===== src/rtl/axis_stereo_fir.sv =====
// Stereo FIR between I2S receive and transmit AXIS streams. One time-shared MAC
// runs the left channel, then the right channel, once per accepted L/R packet.

module axis_stereo_fir_dline #(
    parameter int NTAPS = 16,
    parameter int AW    = 4
) (
    input  logic          clk,
    input  logic          rst_n,
    input  logic          push,
    input  logic [23:0]   din,
    input  logic [AW-1:0] sel,
    output logic [23:0]   tap
);
    logic [NTAPS-1:0][23:0] line;

    // index 0 holds the newest sample; the oldest falls off the top
    always_ff @(posedge clk or negedge rst_n) begin
        if (!rst_n)
            line <= '0;
        else if (push)
            line <= {line[NTAPS-2:0], din};
    end

    assign tap = line[sel];
endmodule

module axis_stereo_fir #(
    parameter int NTAPS     = 16,
    parameter int COEF_W    = 18,
    parameter int COEF_FRAC = 16
) (
    input  logic                       axis_clk,
    input  logic                       axis_resetn,
    input  logic [31:0]                s_axis_data,
    input  logic                       s_axis_valid,
    output logic                       s_axis_ready,
    input  logic                       s_axis_last,
    output logic [31:0]                m_axis_data,
    output logic                       m_axis_valid,
    input  logic                       m_axis_ready,
    output logic                       m_axis_last,
    input  logic                       coef_we,
    input  logic [$clog2(NTAPS)-1:0]   coef_addr,
    input  logic [COEF_W-1:0]          coef_data,
    output logic                       frame_err
);
    localparam int AW    = $clog2(NTAPS);
    localparam int KW    = $clog2(NTAPS + 1);
    localparam int PW    = 24 + COEF_W;
    localparam int ACC_W = PW + AW;

    localparam logic [2:0] IN_L  = 3'd0;
    localparam logic [2:0] IN_R  = 3'd1;
    localparam logic [2:0] MAC_L = 3'd2;
    localparam logic [2:0] MAC_R = 3'd3;
    localparam logic [2:0] OUT_L = 3'd4;
    localparam logic [2:0] OUT_R = 3'd5;

    localparam logic [COEF_W-1:0] COEF_ONE = COEF_W'(1 << COEF_FRAC);
    localparam logic [ACC_W:0]    RND_HALF = {{ACC_W{1'b0}}, 1'b1} << (COEF_FRAC - 1);

    logic [2:0]                   state;
    logic                         armed;
    logic [KW-1:0]                k;
    logic [AW-1:0]                k_idx;
    logic [23:0]                  l_hold;
    logic [23:0]                  res_l;
    logic [23:0]                  res_r;
    logic signed [ACC_W-1:0]      acc;
    logic [NTAPS-1:0][COEF_W-1:0] shadow;
    logic [NTAPS-1:0][COEF_W-1:0] active;

    logic                         s_hs;
    logic                         push;
    logic                         wr_hit;
    logic [1:0][23:0]             dl_din;
    logic [1:0][23:0]             dl_tap;
    logic [23:0]                  x;
    logic [COEF_W-1:0]            c;
    logic signed [PW-1:0]         prod;
    logic signed [ACC_W-1:0]      prod_ext;
    logic signed [ACC_W:0]        rnd;
    logic signed [ACC_W:0]        shifted;
    logic [ACC_W-23:0]            hi;
    logic [23:0]                  sat;
    logic                         unused_hi;

    assign unused_hi = ^s_axis_data[31:24];

    assign s_hs   = s_axis_valid && s_axis_ready;
    assign push   = (state == IN_R) && s_hs && s_axis_last;
    assign wr_hit = coef_we && (32'(coef_addr) < 32'(NTAPS));
    assign k_idx  = k[AW-1:0];

    assign dl_din[0] = l_hold;
    assign dl_din[1] = s_axis_data[23:0];

    generate
        for (genvar ch = 0; ch < 2; ch++) begin : g_ch
            axis_stereo_fir_dline #(
                .NTAPS (NTAPS),
                .AW    (AW)
            ) u_dline (
                .clk   (axis_clk),
                .rst_n (axis_resetn),
                .push  (push),
                .din   (dl_din[ch]),
                .sel   (k_idx),
                .tap   (dl_tap[ch])
            );
        end
    endgenerate

    // Coefficient banks: the active bank is refreshed only when a packet enters
    // the MAC, and a write landing on that same cycle is forwarded into it.
    always_ff @(posedge axis_clk or negedge axis_resetn) begin
        if (!axis_resetn) begin
            shadow    <= '0;
            shadow[0] <= COEF_ONE;
            active    <= '0;
            active[0] <= COEF_ONE;
        end else begin
            if (wr_hit)
                shadow[coef_addr] <= coef_data;
            if (push) begin
                for (int i = 0; i < NTAPS; i++)
                    active[i] <= (wr_hit && 32'(coef_addr) == i) ? coef_data : shadow[i];
            end
        end
    end

    assign x        = (state == MAC_R) ? dl_tap[1] : dl_tap[0];
    assign c        = active[k_idx];
    assign prod     = PW'($signed(x)) * PW'($signed(c));
    assign prod_ext = {{AW{prod[PW-1]}}, prod};

    // round half up, then clamp to the 24-bit sample range
    assign rnd     = {acc[ACC_W-1], acc} + $signed(RND_HALF);
    assign shifted = rnd >>> COEF_FRAC;
    assign hi      = shifted[ACC_W:23];

    always_comb begin
        sat = shifted[23:0];
        if (!((&hi) || !(|hi)))
            sat = shifted[ACC_W] ? 24'h800000 : 24'h7FFFFF;
    end

    // Each MAC state spends NTAPS cycles accumulating plus one cycle to round
    // and store, giving 2*NTAPS+2 edges from right-word accept to output valid.
    always_ff @(posedge axis_clk or negedge axis_resetn) begin
        if (!axis_resetn) begin
            state     <= IN_L;
            armed     <= 1'b0;
            k         <= '0;
            acc       <= '0;
            l_hold    <= '0;
            res_l     <= '0;
            res_r     <= '0;
            frame_err <= 1'b0;
        end else begin
            armed     <= 1'b1;
            frame_err <= 1'b0;
            case (state)
                IN_L: begin
                    if (s_hs) begin
                        if (s_axis_last) begin
                            frame_err <= 1'b1;
                        end else begin
                            l_hold <= s_axis_data[23:0];
                            state  <= IN_R;
                        end
                    end
                end
                IN_R: begin
                    if (s_hs) begin
                        if (s_axis_last) begin
                            k     <= '0;
                            acc   <= '0;
                            state <= MAC_L;
                        end else begin
                            frame_err <= 1'b1;
                            state     <= IN_L;
                        end
                    end
                end
                MAC_L, MAC_R: begin
                    if (k == KW'(NTAPS)) begin
                        k   <= '0;
                        acc <= '0;
                        if (state == MAC_L) begin
                            res_l <= sat;
                            state <= MAC_R;
                        end else begin
                            res_r <= sat;
                            state <= OUT_L;
                        end
                    end else begin
                        acc <= acc + prod_ext;
                        k   <= k + 1'b1;
                    end
                end
                OUT_L: begin
                    if (m_axis_ready)
                        state <= OUT_R;
                end
                OUT_R: begin
                    if (m_axis_ready)
                        state <= IN_L;
                end
                default: state <= IN_L;
            endcase
        end
    end

    // Outputs decode straight from the state so a reset clears them at once.
    assign s_axis_ready = armed && ((state == IN_L) || (state == IN_R));
    assign m_axis_valid = (state == OUT_L) || (state == OUT_R);
    assign m_axis_last  = (state == OUT_R);

    always_comb begin
        m_axis_data = 32'd0;
        if (state == OUT_L)
            m_axis_data = {{8{res_l[23]}}, res_l};
        else if (state == OUT_R)
            m_axis_data = {{8{res_r[23]}}, res_r};
    end
endmodule


===== config.mk =====
export PLATFORM = sky130hd
export DESIGN_NAME = axis_stereo_fir
export DESIGN_NICKNAME = d
export VERILOG_FILES = /design/src/rtl/axis_stereo_fir.sv
export SDC_FILE = /design/constraint.sdc
export NUM_CORES = 2
export LEC_CHECK = 0
export BUFFER_PORTS_ARGS = -buffer_cell sky130_fd_sc_hd__buf_2
export CAP_MARGIN = 20
export CORE_UTILIZATION = 65
export CTS_BUF_LIST = sky130_fd_sc_hd__clkbuf_4
export DETAILED_ROUTE_END_ITERATION = 8
export PLACE_DENSITY = 0.8
export SYNTH_ARGS = -nofsm -noshare
export SYNTH_HDL_FRONTEND = slang
export SYNTH_HIERARCHICAL = 1
export SYNTH_SLANG_ARGS = --single-unit

===== constraint.sdc =====
create_clock -name axis_clk -period 14.2 [get_ports axis_clk]
set_clock_uncertainty 0.1 [all_clocks]
set_input_delay 1.42 -clock axis_clk [delete_from_list [all_inputs] [get_ports axis_clk]]
set_output_delay 1.42 -clock axis_clk [all_outputs]
set_load 0.005 [all_outputs]

==> results.md <==
- CP Launch Point: k[0]
- DRC: 0
- Die Ht: 355 um
- Clock root buffer: clkbuf_4
- Fillcell total: 8260
- Tmin final: 10.17 ns
- Critical path startpoint category: register
- Worst Setup EP: acc[44]
- Max incr delay on CP: 0.94 ns
- Via count: 48102
- First-pass GRT wire length: ~280 mm
- Met3 GRT Util: 0.0673
- Vias per Instance: 6.01
- R2r setup slk: 4.03 ns
- Max Slew Vio Count: 0
- Met2 Use GR: 0.443
- Maxcap violations: 0
- Cell Rows: approximately 130
- Critical Path Most Common Cell: fa_1
- Worst EP required: 15.22 ns
- Worst R2R Start: k[0]
- Initial antenna violation count: 7
- Clk sink count: approximately 1500
- Critical path's slowest cell: mux2i_1
- Seq cells post-synth: 1472
- Worst Max-Slew Pin Slew: 1.23 ns
- RSZ-0062 raised after global routing: false
- Final Setup Violations: 0
- First-pass DRT Iterations: 7
- DRT Wirelength: 171 mm
- Initial Utilization: 0.655
- R2r endpoint: acc[44]
- Core Util, Final: 0.707
- TritonCTS clock tree: done
- FF-to-FF path depth: 25
- Number of top-level pins: 96
- Violation count after the first detailed-route iteration: 3454
- Hold buffers post-CTS: 0
- Max frequency: 98.4 MHz
- Gpl congestion: 0.937
- # resized after CTS: 0
- Final Hold Vio Count: 0
- Synth Cell Area: roughly 81000 um2
- Post-DRT Antenna Nets: 0
- Hold Path Class: input port to async pin
- Syn_nets: 6617
- Final net count: roughly 6800
- Post-synth ARST share: 1.00
- Crit. End Element: register
- Final HPWL DP: ~110 mm
- Layout area overhead: 7.95%
- Post-CTS setup buffer count: 0
- Non-filler cells, final: approximately 8000
- Bufs on Longest Clock Path: 4
- Worst skew pair latency: between 1 and 1.5 ns
- Fin crit share: 0.716
- Number of flops mapped to enable cells by yosys: 0
- CTS Buf Count: 385
- Drt wl/cell: 21.4 um
- Ys flop type: dfrtp_1
- Met1 usage: 0.393
- Slew HR: 0.160
- Synth warn: 6
- Synthesized instance count: 5934
- Total track usage: 0.284
- CTS H-tree depth: 5
- CP arrival: about 11 ns
- Inst Count DP: 7374
- Synthesized area per cell: 13.6 um2
- Core area: roughly 120000 um2
- Setup TNS: 0 ns
- Layout cells sized above 1: 0.391
- Yosys cell types: 71
- Pin count of the biggest net entering global routing: 211
- CP max FO: 31
- Busiest layer in global routing: met2
- Seq/Total Area, Yosys: 0.455
- Die ar.: 126000 um2
- WS Path Type: register to register
- PortBufs: 87
- Vias in the first global route: 52192
- Clock transition at the registers of the reported paths: ~0.060 ns
- Die W: about 350 um
- Overflow after GRT: 0
- Status: completed
[sequential cells by signal, summed over array words and instances (netlist names)]
| name | flops |
|---|---|
| active | 288 |
| acc | 46 |
| state | 3 |
| g_ch.u_dline/line | 768 |
| shadow | 288 |
| frame_err | 1 |
| armed | 1 |
| res_l | 24 |
| l_hold | 24 |
| res_r | 24 |
| k | 5 |
[cells in the mapped netlist, types with 3 or more instances]
library cell | count | share of area
inv_1 | 489 | 0.023
dfrtp_1 | 1470 | 0.45
nand4_1 | 14 | 0.0011
a22o_1 | 9 | 0.00097
nor2b_1 | 15 | 0.0012
or2_2 | 4 | 0.00031
and2_1 | 15 | 0.0012
a311oi_1 | 29 | 0.0031
a21o_1 | 25 | 0.0023
o21ai_1 | 10 | 0.00062
o21ai_0 | 63 | 0.0039
xor2_1 | 29 | 0.0031
nand3b_1 | 4 | 0.00037
nor3_2 | 3 | 0.00037
o31ai_1 | 4 | 0.00037
inv_2 | 3 | 0.00014
nor2_1 | 340 | 0.016
o21bai_1 | 5 | 0.00046
nor3_1 | 12 | 0.00074
a311oi_2 | 20 | 0.0037
nand2_1 | 316 | 0.015
mux2_2 | 1404 | 0.20
a21oi_1 | 51 | 0.0032
buf_4 | 14 | 0.0013
o21a_1 | 12 | 0.0011
a211oi_1 | 4 | 0.00037
ha_1 | 137 | 0.021
buf_6 | 12 | 0.0017
buf_2 | 99 | 0.0061
xnor2_1 | 38 | 0.0041
nand3_1 | 32 | 0.0020
o211ai_1 | 3 | 0.00028
clkbuf_1 | 209 | 0.0097
a31oi_1 | 4 | 0.00031
mux2i_1 | 63 | 0.0078
and3_1 | 11 | 0.00085
buf_1 | 31 | 0.0014
a22oi_1 | 97 | 0.0090
mux4_2 | 270 | 0.075
nand2b_1 | 34 | 0.0026
or3_1 | 3 | 0.00023
fa_1 | 486 | 0.12
nor4_1 | 4 | 0.00031
and4_1 | 3 | 0.00032
[layer usage]
layer,wire length [um],vias to the layer above,share of wire
met1,73200,25113,0.43
met3,11700,405,0.068
li1,-,21113,-
met4,4840,6,0.028
met2,81500,1465,0.48
met5,32,-,0.00019
[area by class of cell]
type                       count  area, um2  share of cell area
antenna                       11       27.5            0.000315
clock buffer                 544       4080              0.0467
clock inverter                73        334             0.00382
inverter                     492       1850              0.0211
multi-input combinational   3605      40800               0.467
sequential                  1472      36800               0.421
tap                         1637       2050              0.0234
timing repair buffer         176       1380              0.0158
[per-stage QoR]
stage                     area, um2  hold slack [ns]  worst slack, ns
after floorplan               81000            0.349             5.57
after global placement        82800            0.363             4.06
after detailed placement      82800            0.378             4.01
after CTS                     87200           0.0174             4.00
after global routing          87400           0.0493             3.34
final                         87400           0.0930             4.03
[layout by cell type (no fill, tap or decap), types with 10 or more instances in the layout]
cell,n
buf_4,71
and3_1,11
a21oi_1,51
ha_1,137
mux2i_1,62
nand3_1,32
o21ai_0,60
diode_2,11
a21o_1,25
clkinv_1,58
nor2_1,327
nand2_1,315
a22oi_1,97
mux2_2,1404
mux4_2,270
nor3_1,10
dfrtp_1,1466
a311oi_2,20
fa_1,486
buf_2,86
nor2b_1,10
clkbuf_4,544
xor2_1,29
xnor2_1,38
inv_1,489
o21a_1,12
nand2b_1,31
nand4_1,14
and2_1,15
inv_2,10
a311oi_1,29
buf_12,12
[how the worst min path moves through the flow]
| stage | from | endpoint | slack, ns | cells after the start |
|---|---|---|---|---|
| floorplan | acc[12] | acc[12] | 0.35 | 2 |
| global placement | res_l[23] | res_l[23] | 0.36 | 2 |
| detailed placement | shadow[76] | shadow[76] | 0.38 | 1 |
| CTS | axis_resetn | shadow[256] | 0.02 | 1 |
| global route | axis_resetn | g_ch[0].u_dline/line[365] | 0.05 | 1 |
| finish | axis_resetn | shadow[256] | 0.09 | 1 |
[cells by family after synthesis]
logic type,synth area share
mux,0.278
buf+inv,0.0430
compound gates,0.0318
xor+xnor,0.00725
other cells,0.0000463
fa+ha+maj,0.141
flops,0.455
simple gates,0.0435
[worst max-delay path, delay by kind of cell, from the launching register on]
family | cells | cell delay [ns]
buf+inv | 4 | 1.14
simple gates | 5 | 0.71
flops | 1 | 0.71
mux | 2 | 1.53
fa+ha+maj | 8 | 3.74
compound gates | 6 | 2.04
Power is not shown: default switching activity piles up to over one toggle a cycle in this logic, so the estimate is an artifact.
